--- config.mk ---
export PLATFORM = sky130hd
export DESIGN_NAME = regfile_wb_arbiter_flat
export DESIGN_NICKNAME = d
export VERILOG_FILES = /design/src/rtl/regfile_wb_arbiter_if.sv /design/src/rtl/regfile_wb_arbiter.sv /design/src/flat_wrapper.sv
export SDC_FILE = /design/constraint.sdc
export NUM_CORES = 1
export LEC_CHECK = 0
export CAP_MARGIN = 20
export CORE_ASPECT_RATIO = 0.75
export CORE_MARGIN = 4
export CORE_UTILIZATION = 46
export CTS_CLUSTER_SIZE = 28
export DETAILED_ROUTE_END_ITERATION = 8
export PLACE_DENSITY = 0.93
export SLEW_MARGIN = 20
export SYNTH_ARGS = -nofsm -noshare
export SYNTH_HDL_FRONTEND = slang
export SYNTH_SLANG_ARGS = --single-unit
--- constraint.sdc ---
create_clock -name clk -period 2.35 [get_ports clk]
set_input_delay 0.3525 -clock clk [delete_from_list [all_inputs] [get_ports clk]]
set_output_delay 0.3525 -clock clk [all_outputs]
set_load 0.005 [all_outputs]
--- src/rtl/regfile_wb_arbiter_if.sv ---
// Writeback bus between the two result sources, the pending-write scoreboard
// and the register file write port.
interface regfile_wb_arbiter_if #(
  parameter int unsigned XLEN = 64,
  parameter int unsigned RW   = 5
);
  logic            a_valid;
  logic [RW-1:0]   a_rd;
  logic [XLEN-1:0] a_data;
  logic            a_ready;
  logic            b_valid;
  logic [RW-1:0]   b_rd;
  logic [XLEN-1:0] b_data;
  logic            b_ready;
  logic            issue_valid;
  logic [RW-1:0]   issue_rd;
  logic [RW-1:0]   rs1;
  logic [RW-1:0]   rs2;
  logic            rs1_busy;
  logic            rs2_busy;
  logic            reg_write;
  logic [RW-1:0]   rd;
  logic [XLEN-1:0] write_data;

  modport master (
    output a_valid, a_rd, a_data, b_valid, b_rd, b_data,
           issue_valid, issue_rd, rs1, rs2,
    input  a_ready, b_ready, rs1_busy, rs2_busy, reg_write, rd, write_data
  );

  modport slave (
    input  a_valid, a_rd, a_data, b_valid, b_rd, b_data,
           issue_valid, issue_rd, rs1, rs2,
    output a_ready, b_ready, rs1_busy, rs2_busy, reg_write, rd, write_data
  );
endinterface

--- src/rtl/regfile_wb_arbiter.sv ---
// Arbitrates the register file write port between the WB stage (A) and the
// multi-cycle unit (B), and tracks registers with outstanding B writes.
module regfile_wb_arbiter #(
  parameter int unsigned XLEN         = 64,
  parameter int unsigned NREG         = 32,
  parameter int unsigned STARVE_LIMIT = 4
) (
  input  logic                 clk,
  input  logic                 reset,
  regfile_wb_arbiter_if.slave  bus
);
  localparam int unsigned RW = $clog2(NREG);
  localparam int unsigned CW = $clog2(STARVE_LIMIT + 1);

  logic [CW-1:0]   starve_cnt;
  logic [NREG-1:0] pending;
  logic [NREG-1:0] pending_nxt;
  logic            force_b;
  logic            a_xfer;
  logic            b_xfer;
  logic            win_valid;
  logic [RW-1:0]   win_rd;
  logic [XLEN-1:0] win_data;

  // Per-cycle arbitration; at most one of a_xfer/b_xfer can be true.
  always_comb begin
    force_b     = (starve_cnt == CW'(STARVE_LIMIT));
    bus.b_ready = !reset && (!bus.a_valid || force_b);
    bus.a_ready = !reset && !(force_b && bus.b_valid);
    a_xfer      = bus.a_valid && bus.a_ready;
    b_xfer      = bus.b_valid && bus.b_ready;
    win_valid   = 1'b0;
    win_rd      = bus.a_rd;
    win_data    = bus.a_data;
    if (b_xfer) begin
      win_valid = 1'b1;
      win_rd    = bus.b_rd;
      win_data  = bus.b_data;
    end else if (a_xfer) begin
      win_valid = 1'b1;
    end
  end

  // Scoreboard update: issue set is applied after retire clear so set wins.
  always_comb begin
    pending_nxt = pending;
    if (b_xfer) pending_nxt[bus.b_rd] = 1'b0;
    if (bus.issue_valid && (bus.issue_rd != '0)) pending_nxt[bus.issue_rd] = 1'b1;
    pending_nxt[0] = 1'b0;
  end

  assign bus.rs1_busy = (bus.rs1 != '0) && pending[bus.rs1];
  assign bus.rs2_busy = (bus.rs2 != '0) && pending[bus.rs2];

  // Registered write port; rd/write_data hold when nothing transfers.
  always_ff @(posedge clk) begin
    if (reset) begin
      bus.reg_write  <= 1'b0;
      bus.rd         <= '0;
      bus.write_data <= '0;
    end else begin
      bus.reg_write <= win_valid && (win_rd != '0);
      if (win_valid) begin
        bus.rd         <= win_rd;
        bus.write_data <= win_data;
      end
    end
  end

  always_ff @(posedge clk) begin
    if (reset) begin
      starve_cnt <= '0;
      pending    <= '0;
    end else begin
      pending <= pending_nxt;
      if (b_xfer) begin
        starve_cnt <= '0;
      end else if (bus.b_valid && !bus.b_ready && !force_b) begin
        starve_cnt <= starve_cnt + CW'(1);
      end
    end
  end
endmodule

--- src/flat_wrapper.sv ---
// flat-port wrapper written by rule: the top's interface ports become plain ports
module regfile_wb_arbiter_flat 
#(
  parameter int unsigned XLEN         = 64,
  parameter int unsigned NREG         = 32,
  parameter int unsigned STARVE_LIMIT = 4
)
  (clk, reset, bus_a_valid, bus_a_rd, bus_a_data, bus_b_valid, bus_b_rd, bus_b_data, bus_issue_valid, bus_issue_rd, bus_rs1, bus_rs2, bus_a_ready, bus_b_ready, bus_rs1_busy, bus_rs2_busy, bus_reg_write, bus_rd, bus_write_data);
  regfile_wb_arbiter_if #(.XLEN(XLEN), .RW(5)) bus_i ();
  input  logic clk;
  input  logic reset;
  input wire logic [$bits(bus_i.a_valid)-1:0] bus_a_valid;
  input wire logic [$bits(bus_i.a_rd)-1:0] bus_a_rd;
  input wire logic [$bits(bus_i.a_data)-1:0] bus_a_data;
  input wire logic [$bits(bus_i.b_valid)-1:0] bus_b_valid;
  input wire logic [$bits(bus_i.b_rd)-1:0] bus_b_rd;
  input wire logic [$bits(bus_i.b_data)-1:0] bus_b_data;
  input wire logic [$bits(bus_i.issue_valid)-1:0] bus_issue_valid;
  input wire logic [$bits(bus_i.issue_rd)-1:0] bus_issue_rd;
  input wire logic [$bits(bus_i.rs1)-1:0] bus_rs1;
  input wire logic [$bits(bus_i.rs2)-1:0] bus_rs2;
  output wire logic [$bits(bus_i.a_ready)-1:0] bus_a_ready;
  output wire logic [$bits(bus_i.b_ready)-1:0] bus_b_ready;
  output wire logic [$bits(bus_i.rs1_busy)-1:0] bus_rs1_busy;
  output wire logic [$bits(bus_i.rs2_busy)-1:0] bus_rs2_busy;
  output wire logic [$bits(bus_i.reg_write)-1:0] bus_reg_write;
  output wire logic [$bits(bus_i.rd)-1:0] bus_rd;
  output wire logic [$bits(bus_i.write_data)-1:0] bus_write_data;
  assign bus_i.a_valid = bus_a_valid;
  assign bus_i.a_rd = bus_a_rd;
  assign bus_i.a_data = bus_a_data;
  assign bus_i.b_valid = bus_b_valid;
  assign bus_i.b_rd = bus_b_rd;
  assign bus_i.b_data = bus_b_data;
  assign bus_i.issue_valid = bus_issue_valid;
  assign bus_i.issue_rd = bus_issue_rd;
  assign bus_i.rs1 = bus_rs1;
  assign bus_i.rs2 = bus_rs2;
  assign bus_a_ready = bus_i.a_ready;
  assign bus_b_ready = bus_i.b_ready;
  assign bus_rs1_busy = bus_i.rs1_busy;
  assign bus_rs2_busy = bus_i.rs2_busy;
  assign bus_reg_write = bus_i.reg_write;
  assign bus_rd = bus_i.rd;
  assign bus_write_data = bus_i.write_data;
  regfile_wb_arbiter #(.XLEN(XLEN), .NREG(NREG), .STARVE_LIMIT(STARVE_LIMIT)) u_core (.clk(clk), .reset(reset), .bus(bus_i));
endmodule
Word level (Yosys, flattened, before mapping)

Index checks and enable logic that the tools add are counted.

Flip-flop bits (word level): 105
Latch bits: 0
Bits in writable memories: 0
Bits in read-only memories: 0
Bits of input ports: 158
Output and inout bits: 74
Memories kept: 0

Add/sub/neg operators: 1
Multiply operators: 0
Divide/modulo/power cells: 0
Order comparisons: 6
Eq/ne operators: 1
Shifts and indexed selects: 0
Multiplexer cells: 14
Bitwise logic cells: 3
Reductions and logical operators: 24

Operators by type and width:

| cell                                                               | count |
|---|---|
| two-way mux 32 bit                                                 | 2 |
| two-way mux 64 bit                                                 | 1 |
| bitwise AND 32 bit                                                 | 1 |
| inverter 32 bit                                                    | 1 |
| OR 32 bit                                                          | 1 |
| less-than comparator 5 x 6 -> 1 bit (second input constant)        | 4 |
| nonzero test 5 bit                                                 | 4 |
| logical AND 1 bit                                                  | 13 |
| binary-select mux 1 bit (select 5 bit)                             | 2 |
| demux 1 bit (select 5 bit)                                         | 2 |
| greater-or-equal comparator 5 x 1 -> 1 bit (second input constant) | 2 |
| two-way mux 1 bit                                                  | 6 |
| zero test 1 bit                                                    | 5 |
| two-way mux 5 bit                                                  | 1 |
| adder 3 x 1 -> 3 bit (second input constant)                       | 1 |
| equality test 3 bit (second input constant)                        | 1 |
| OR reduction 2 bit                                                 | 1 |
| logical OR 1 bit                                                   | 1 |

Depth between registers and ports, before layout

Gate-level depths: netlist of run 1.

Depth in word-level cells: 9
Gate-level depth with buffers: 9
Gate-level depth less buffers: 7

Least setup slack after synthesis of run 1

OpenSTA, ideal clock, no wires.

Path kind: input to output
Start: in bus_rs1[0]
End: out bus_rs1_busy
Data arrival time: 1.352 ns
Path slack: 0.646 ns
Stages: 6
Cell sequence: buf_4 mux4_2 inv_1 a2111oi_0 a21oi_1 nand3_1

Cells in the longest elaborated chain, start to end: 3
Elaborated cells between the ends (all ways): 4
Those cells by class: mux: 2; reduce/logical: 2

Ends and longest elaborated chain:

| element                                 | line                     | text |
|---|---|---|
| start, declared                         | flat_wrapper.sv:20       | `input wire logic [$bits(bus_i.rs1)-1:0] bus_rs1;` |
| binary-select mux 1 bit (select 5 bit)  | regfile_wb_arbiter.sv:52 | `assign bus.rs1_busy = (bus.rs1 != '0) && pending[bus.rs1];` |
| two-way mux 1 bit (implied by the code) | regfile_wb_arbiter.sv:52 |  |
| logical AND 1 bit *                     | regfile_wb_arbiter.sv:52 |  |
| end, declared                           | flat_wrapper.sv:24       | `output wire logic [$bits(bus_i.rs1_busy)-1:0] bus_rs1_busy;` |

Every way passes the cells marked *; elsewhere a longest branch is shown, timed or not. The select of a mux whose other input is x is not followed.

Worst setup path in the final report of run 1

Start: reg u_core.starve_cnt[0]
End: out bus_b_ready

Cells in the longest elaborated chain, start to end: 3

Ends and longest elaborated chain:

| element                | line                     | text |
|---|---|---|
| start, declared        | regfile_wb_arbiter.sv:15 | `logic [CW-1:0] starve_cnt;` |
| start signal, assigned | regfile_wb_arbiter.sv:79 | `starve_cnt <= starve_cnt + CW'(1);` |
| equality test 3 bit    | regfile_wb_arbiter.sv:27 | `force_b = (starve_cnt == CW'(STARVE_LIMIT));` |
| logical OR 1 bit       | regfile_wb_arbiter.sv:28 | `bus.b_ready = !reset && (!bus.a_valid \|\| force_b);` |
| logical AND 1 bit      | regfile_wb_arbiter.sv:28 |  |
| end, declared          | flat_wrapper.sv:23       | `output wire logic [$bits(bus_i.b_ready)-1:0] bus_b_ready;` |

Every way passes these cells.

==> results summary, run 1 <==
The number of nets produced by synthesis is 785. For met3 alone, demand over resource in global routing was 0.08883. The number of levels in the clock H-tree came out at 3. For this design the top-level I/O count stands at 232. For this run, the detailed router's first-pass iteration total came to 5. The actual slew at the worst max-slew pin is 587.4 ps. The share of flip-flops with an asynchronous set or reset after synthesis is 0. The largest total area in the synthesized netlist belongs to sky130_fd_sc_hd__dfxtp_1. The reported max-cap violation count came out at 0. The die span in y is 100.1 um. The smallest hold slack came out at 327.8 ps.

The sort of element at the end of the critical path is an output port. The number of placed instances, taps included, is 969. Buffers inserted during clock tree synthesis total 9.

The setup path with the least slack is of type flop to output port. The global-route wire length before repair is 27860 um. The number of setup buffers added after CTS is 0.

The cell with the most instances after synthesis is sky130_fd_sc_hd__nand2_1. The core footprint is 10980 sq um. The first-iteration detailed-routing DRC count came out at 369. In this run the deepest clock path goes through 2 buffers. The synthesis warning total is 0. The clock period could shrink to 2198 ps. The total of buffers placed on input and output ports is 231. The number of global-route vias before repair is 5274.

The master cell of the clock root buffer is sky130_fd_sc_hd__clkbuf_16. The hold buffer count at CTS is 0. The placement-stage cell area came out at 7690 sq um.

Using the TritonRoute via totals, the vias-per-cell ratio works out to 5.694. The growth of design area from synthesis to finish is 55.54%. The routed wirelength normalized by instance count is 18.63 um. The leakage power is 3.039 nW. The cell area that synthesis handed to floorplanning was 5204 sq um. The die covers 13100 sq um.

The total half-perimeter wirelength after legalization and detailed placement is 14160 um. The highest fanout seen on the critical path came out at 5. The tightest min-delay check is of the input port to flop type. The cell area after layout came out at 8094 sq um. TritonCTS built the clock tree. The die is 130.8 um wide. The relative slew slack came out at 0.6084.

The pin count of the biggest net entering global routing is 49. The global-route usage over all layers came out at 0.2714. The starting density of the core is 0.4738. The DRC violation count after routing came out at 0. The required time of the worst setup path is 2000 ps.

The average cell area after synthesis is 8.326 sq um. The worst setup path is launched from a flop. The number of register bits inferred by synthesis came out at 104. The share of cells above drive strength 1 came out at 0.1148. The layer carrying the most global-route usage is met2. The fraction of met1 tracks used by global routing is 0.3382. The max-slew violation count is 0. Once layout is complete, the utilization of the core stands at 0.7370. For this run, global-route usage on met2 was measured as 0.4457. Clock-pin slew was measured on the worst setup and hold paths at 60 ps. The initialized floorplan defines 33 standard-cell rows. The count of inserted antenna diode cells came out at 0. The number of flops mapped to enable cells by yosys is 0. The clock sink total is 104. The most used flip-flop cell after synthesis is sky130_fd_sc_hd__dfxtp_1.

The total power divided by cell area is 532.4 nW/um^2. In this run the remaining antenna-violating nets after routing total 0. The latest clock arrival within the worst-skew pair came out at 340 ps. The maximum achievable frequency is 0.4550 GHz. Yosys attributes the largest share of cell area to sky130_fd_sc_hd__dfxtp_1 40%, sky130_fd_sc_hd__nand2_1 11%, sky130_fd_sc_hd__a311oi_1 7.9%.

At the end of routability-driven placement, the weighted congestion stood at 0.9895. The total number of vias came out at 5609. Global routing finished with a remaining overflow of 0. Setup repair after global routing left no endpoint under its margin.

Setup violations remaining at the end of the flow were counted as 0. The worst path arrival time is 1850 ps. The final layout net count came out at 1000. The setup skew after layout is 11.71 ps. The run finished with clean final reports. The worst hold path passes through 2 cells. Dividing the final minimum period by the clock period gives 0.9353. The area share of the largest cell type after synthesis came out at 0.4001. The worst supply voltage drop on vdd came out at 0.3789 mV. The finished layout holds 985 standard cells, fillers aside. The depth of the worst register-to-register path came out at 8. The post-detailed-routing wire length came out at 18350 um. Synthesis handed over a netlist of 625 instances. The number of antenna violations at the first check in global routing is 0. For this run, the register share of the synthesized area comes to 0.4001.

Ranked by instance count, the synthesized netlist is headed by 152 x sky130_fd_sc_hd__nand2_1, 104 x sky130_fd_sc_hd__dfxtp_1, 72 x sky130_fd_sc_hd__nor2_1. The final hold violation count is 0. The count of unique library cells instantiated by Yosys is 44.
metal layers:
metal | up-vias | routed length [um]
li1 | 2702 | -
met5 | - | 0
met4 | 0 | 517
met2 | 248 | 8989
met1 | 2615 | 7194
met3 | 44 | 1645
final cells by class:
cell class / instances / area [sq um]
Clock buffer: 9 / 225.2
Clock inverter: 7 / 55.05
Fill cell: 790 / 2889
Inverter: 6 / 22.52
Multi-Input combinational cell: 464 / 2949
Sequential cell: 104 / 2090
Tap cell: 140 / 175.2
Timing Repair Buffer: 255 / 2577
final timing paths:
| path | slack (ps) | startpoint | endpoint |
|---|---|---|---|
| max | 150 | u_core.starve_cnt[0]$_SDFFE_PP0P_ | bus_b_ready |
| min | 330 | reset | u_core.starve_cnt[0]$_SDFFE_PP0P_ |
| max reg2reg | 470 | u_core.starve_cnt[0]$_SDFFE_PP0P_ | u_core.bus.write_data[29]$_SDFFE_PP0P_ |
| min reg2reg | 480 | u_core.starve_cnt[1]$_SDFFE_PP0P_ | u_core.starve_cnt[1]$_SDFFE_PP0P_ |
report_power, final:
part / switching [mW] / internal (mW) / total (mW)
Sequential: 0.0590 / 1.87 / 1.92
Clock: 0.694 / 0.730 / 1.42
Combinational: 0.398 / 0.563 / 0.960
Total: 1.15 / 3.16 / 4.31
cells in the final DEF (no fill, tap or decap), drive strengths merged, types with 9 or more instances in the layout:
cell type / instances
nand2: 153
mux2i: 18
clkbuf: 9
nand3: 13
nor2: 73
a311oi: 69
dfxtp: 104
nor2b: 17
o21ai: 32
buf: 26
clkdlybuf4s50: 222
o211ai: 31
metrics by stage:
step	setup TNS (ps)	total power [mW]	setup WS [ps]
5_1_grt	0	4.475	26.24
2_1_floorplan	0	2.308	645.5
3_3_place_gp	-771.6	2.880	-397.5
3_5_place_dp	-851.0	2.905	-465.2
4_1_cts	-6.589	4.325	-6.589
6_report	0	4.309	152.1
sequential cells by signal, indices dropped and copies added, names as in the netlist:
register / count
u_core.bus.reg_write: 1
u_core.pending: 31
u_core.bus.rd: 5
u_core.starve_cnt: 3
u_core.bus.write_data: 64
what timing repair did:
action	4_1_cts	5_1_grt
gates resized for setup	40	7
pin swaps	3	1
endpoints found under the setup margin	2	1
gates cloned	0	0
critical path, stage by stage, from the launching register on:
cell and delay (ps):
sky130_fd_sc_hd__dfxtp_1 350, sky130_fd_sc_hd__inv_1 70, sky130_fd_sc_hd__ha_1 250, sky130_fd_sc_hd__a21boi_4 270, sky130_fd_sc_hd__nor2_2 90, sky130_fd_sc_hd__clkdlybuf4s50_1 480
cells by family after synthesis:
logic type               Yosys count  share of synthesized area
buffers and inverters             57                    0.05722
AND/OR/NAND/NOR                  282                     0.2328
multiplexers                      22                    0.04761
AO/OA/AOI/OAI                    158                     0.2575
adder cells (fa/ha/maj)            2                   0.004808
flip-flops                       104                     0.4001
No activity file was read; power rests on OpenSTA's default activity.
==> inputs of run 2 (changes only) <==
--- a/config.mk
+++ b/config.mk
@@ -12,6 +12,8 @@
 export CTS_CLUSTER_SIZE = 28
 export DETAILED_ROUTE_END_ITERATION = 8
 export PLACE_DENSITY = 0.93
+export RECOVER_POWER = 50
+export SKIP_CTS_REPAIR_TIMING = 1
 export SLEW_MARGIN = 20
 export SYNTH_ARGS = -nofsm -noshare
 export SYNTH_HDL_FRONTEND = slang
==> run 2 against run 1 <==
Compared with the run above: sequential share of layout area increased by 0.057 points; non-clock buffer count unchanged; critical path type unchanged; die area unchanged; count of clock-buffer cells in the layout unchanged; combinational power decreased by 4.1%; cell area decreased by 0.28%; worst hold slack got worse by 31 ps; setup slack got worse by 140 ps; final cell count unchanged; first-iteration DRC count decreased by 2.2%; wire length decreased by 0.53%.
==> results summary, run 2 (same netlist as run 1, synthesis figures left out) <==
The highest fanout seen on the critical path came out at 3 (-2). The flip-flop count of the largest register, all copies and words added came to 64 (unchanged). The class of the tightest hold or removal check is input port to flop. The number of antenna violations at the first check in global routing was 0 (unchanged). The count of inserted antenna diode cells is 0 (unchanged). The root buffer cell chosen for the clock tree is sky130_fd_sc_hd__clkbuf_16.

TritonCTS built the clock tree. The global-route wire length before repair was 27280 um (-2.1%). The setup skew after layout was 13.39 ps (+1.681 ps). The fraction of the cycle the final worst path needs is 0.9946 (+0.05929). The fill cell total of the finished layout came out at 791 (+0.13%).

The number of levels in the clock H-tree came out at 3 (unchanged). The total number of vias came out at 5613 (+0.071%). The detailed-router iteration count before antenna repair was 5 (unchanged). The die area came out at 13100 sq um (unchanged). The DRC violation count after routing came out at 0 (unchanged).

The share of cells above drive strength 1 is 0.1065 (-0.008284). The routed wirelength normalized by instance count was 18.53 um (-0.53%). The die span in y is 100.1 um (unchanged). The maximum achievable frequency came out at 0.4279 GHz (-6.0%). The weighted congestion at the end of routability-driven global placement came out at 0.9895 (unchanged). The max-slew violation count came out at 0 (unchanged). The required time of the worst setup path is 2000 ps (about the same). The flow ran to the end, and the final reports show no timing, DRC or antenna violations. The final hold violation count was 0 (unchanged). The final layout net count is 1000 (unchanged). The maximum clock path buffer count is 2 (unchanged). The number of global-route vias before repair is 5221 (-1.0%).

The total congestion overflow after global routing was 0 (unchanged). The final count of negative-setup-slack endpoints is 0 (unchanged). The number of antenna-violating nets in the routed design came out at 0 (unchanged). The average via count per standard cell is 5.698 (about the same). Relative to the synthesized area, the layout overhead comes to 55.11%.

In the final layout, the registers with the most flip-flops are u_core.bus.write_data: 64 flops, u_core.pending: 31 flops, u_core.bus.rd: 5 flops. The total half-perimeter wirelength after legalization and detailed placement came to 14160 um (unchanged). The total chip power is 4.270 mW (-0.92%). STA classifies the critical path endpoint as an output port. The worst path arrival time came to 1980 ps (+130 ps). The instance count along the most critical hold path is 2 (unchanged). The core footprint is 10980 sq um (unchanged). The clock-pin slew reported for the worst setup and hold paths after clock tree synthesis came out at 70 ps (about the same). The I/O pin total came to 232 (unchanged). The pin count of the biggest net entering global routing was 49 (unchanged). In the layout the commonest cells are 153 x sky130_fd_sc_hd__nand2_1, 153 x sky130_fd_sc_hd__clkdlybuf4s50_1, 99 x sky130_fd_sc_hd__dfxtp_1. The total power divided by cell area is 529.0 nW/um^2 (-0.64%).

The number of buffers added by the clock tree synthesis step came out at 9 (unchanged). The actual slew at the worst max-slew pin came out at 691.4 ps (+104.1 ps). The placement-stage cell area is 7690 sq um (unchanged). The type of element launching the critical path is a flop. The smallest hold slack came out at 297.0 ps (-30.87 ps). The number of placement rows is 33 (unchanged). The latest clock arrival within the worst-skew pair is 350 ps (about the same). Ranked by flip-flop count, first place goes to u_core.bus.write_data. The width of the chip came out at 130.8 um (unchanged). The critical path is of the flop to output port type. The starting density of the core is 0.4738 (unchanged). The total of buffers placed on input and output ports came out at 231 (unchanged). The leakage power is 3.201 nW (+5.3%). The final critical delay including setup and external delays is 2337 ps (+139.3 ps). The depth of the worst register-to-register path was 8 (unchanged). The worst supply voltage drop on vdd was 0.3797 mV (+0.22%). The footprint of the multi-input gates is 2910 sq um (-1.3%). The relative slew slack came to 0.5348 (-0.07363). The cell area after layout came out at 8071 sq um (-0.28%). The post-detailed-routing wire length is 18250 um (-0.53%). The first-iteration detailed-routing DRC count was 361 (-2.2%). The reported max-cap violation count came out at 0 (unchanged). The clock sink total is 104 (unchanged).

The global-route usage over all layers is 0.2658 (-0.005572). The combined flip-flop and latch cell area came out at 2088 sq um (about the same). Setup repair after global routing could not meet its margin everywhere.
-- run 2: final cells by class --
cell class / instances / area share
timing repair buffer: 255 / 0.3215
sequential: 104 / 0.2587
multi-input combinational: 464 / 0.3606
clock inverter: 7 / 0.006821
tap: 140 / 0.02170
inverter: 6 / 0.002790
clock buffer: 9 / 0.02790
-- run 2: metrics by stage --
stage / setup TNS (ps) / util / setup WS, ps / cells
after floorplan: 0 / - / 645.5 / 625
after global placement: -771.6 / 0.7002 / -397.5 / 969
after detailed placement: -851.0 / 0.7002 / -465.2 / 969
after CTS: -874.0 / 0.7257 / -480.7 / 985
after global routing: -58.41 / 0.7349 / -58.41 / 985
final: 0 / 0.7349 / 12.78 / 985
-- run 2: routing by layer --
layer	track usage	vias to the layer above	part of all wire
met2	0.4285	258	0.49
met5	0	-	0
met1	0.3326	2613	0.39
met4	0.09170	0	0.026
li1	-	2705	-
met3	0.09096	37	0.093
-- run 2: report_power, final --
part | switching (mW) | leakage, nW | internal (mW)
Combinational | 0.393 | 2.20 | 0.529
Sequential | 0.0543 | 0.860 | 1.87
Clock | 0.698 | 0.138 | 0.731
-- run 2: critical path, stage by stage (launching register included) --
cell                              delay [ps]
sky130_fd_sc_hd__dfxtp_2                 340
sky130_fd_sc_hd__mux4_2                  470
sky130_fd_sc_hd__inv_2                    90
sky130_fd_sc_hd__a2111oi_4                70
sky130_fd_sc_hd__a21oi_1                 140
sky130_fd_sc_hd__nand3_1                  90
sky130_fd_sc_hd__clkdlybuf4s50_1         450
-- run 2: final timing paths --
check	slack, ps	endpoint	startpoint
max	10	bus_rs2_busy	u_core.pending[7]$_SDFF_PP0_
min	300	u_core.starve_cnt[0]$_SDFFE_PP0P_	reset
max reg2reg	250	u_core.bus.write_data[29]$_SDFFE_PP0P_	u_core.starve_cnt[0]$_SDFFE_PP0P_
min reg2reg	480	u_core.starve_cnt[0]$_SDFFE_PP0P_	u_core.starve_cnt[0]$_SDFFE_PP0P_
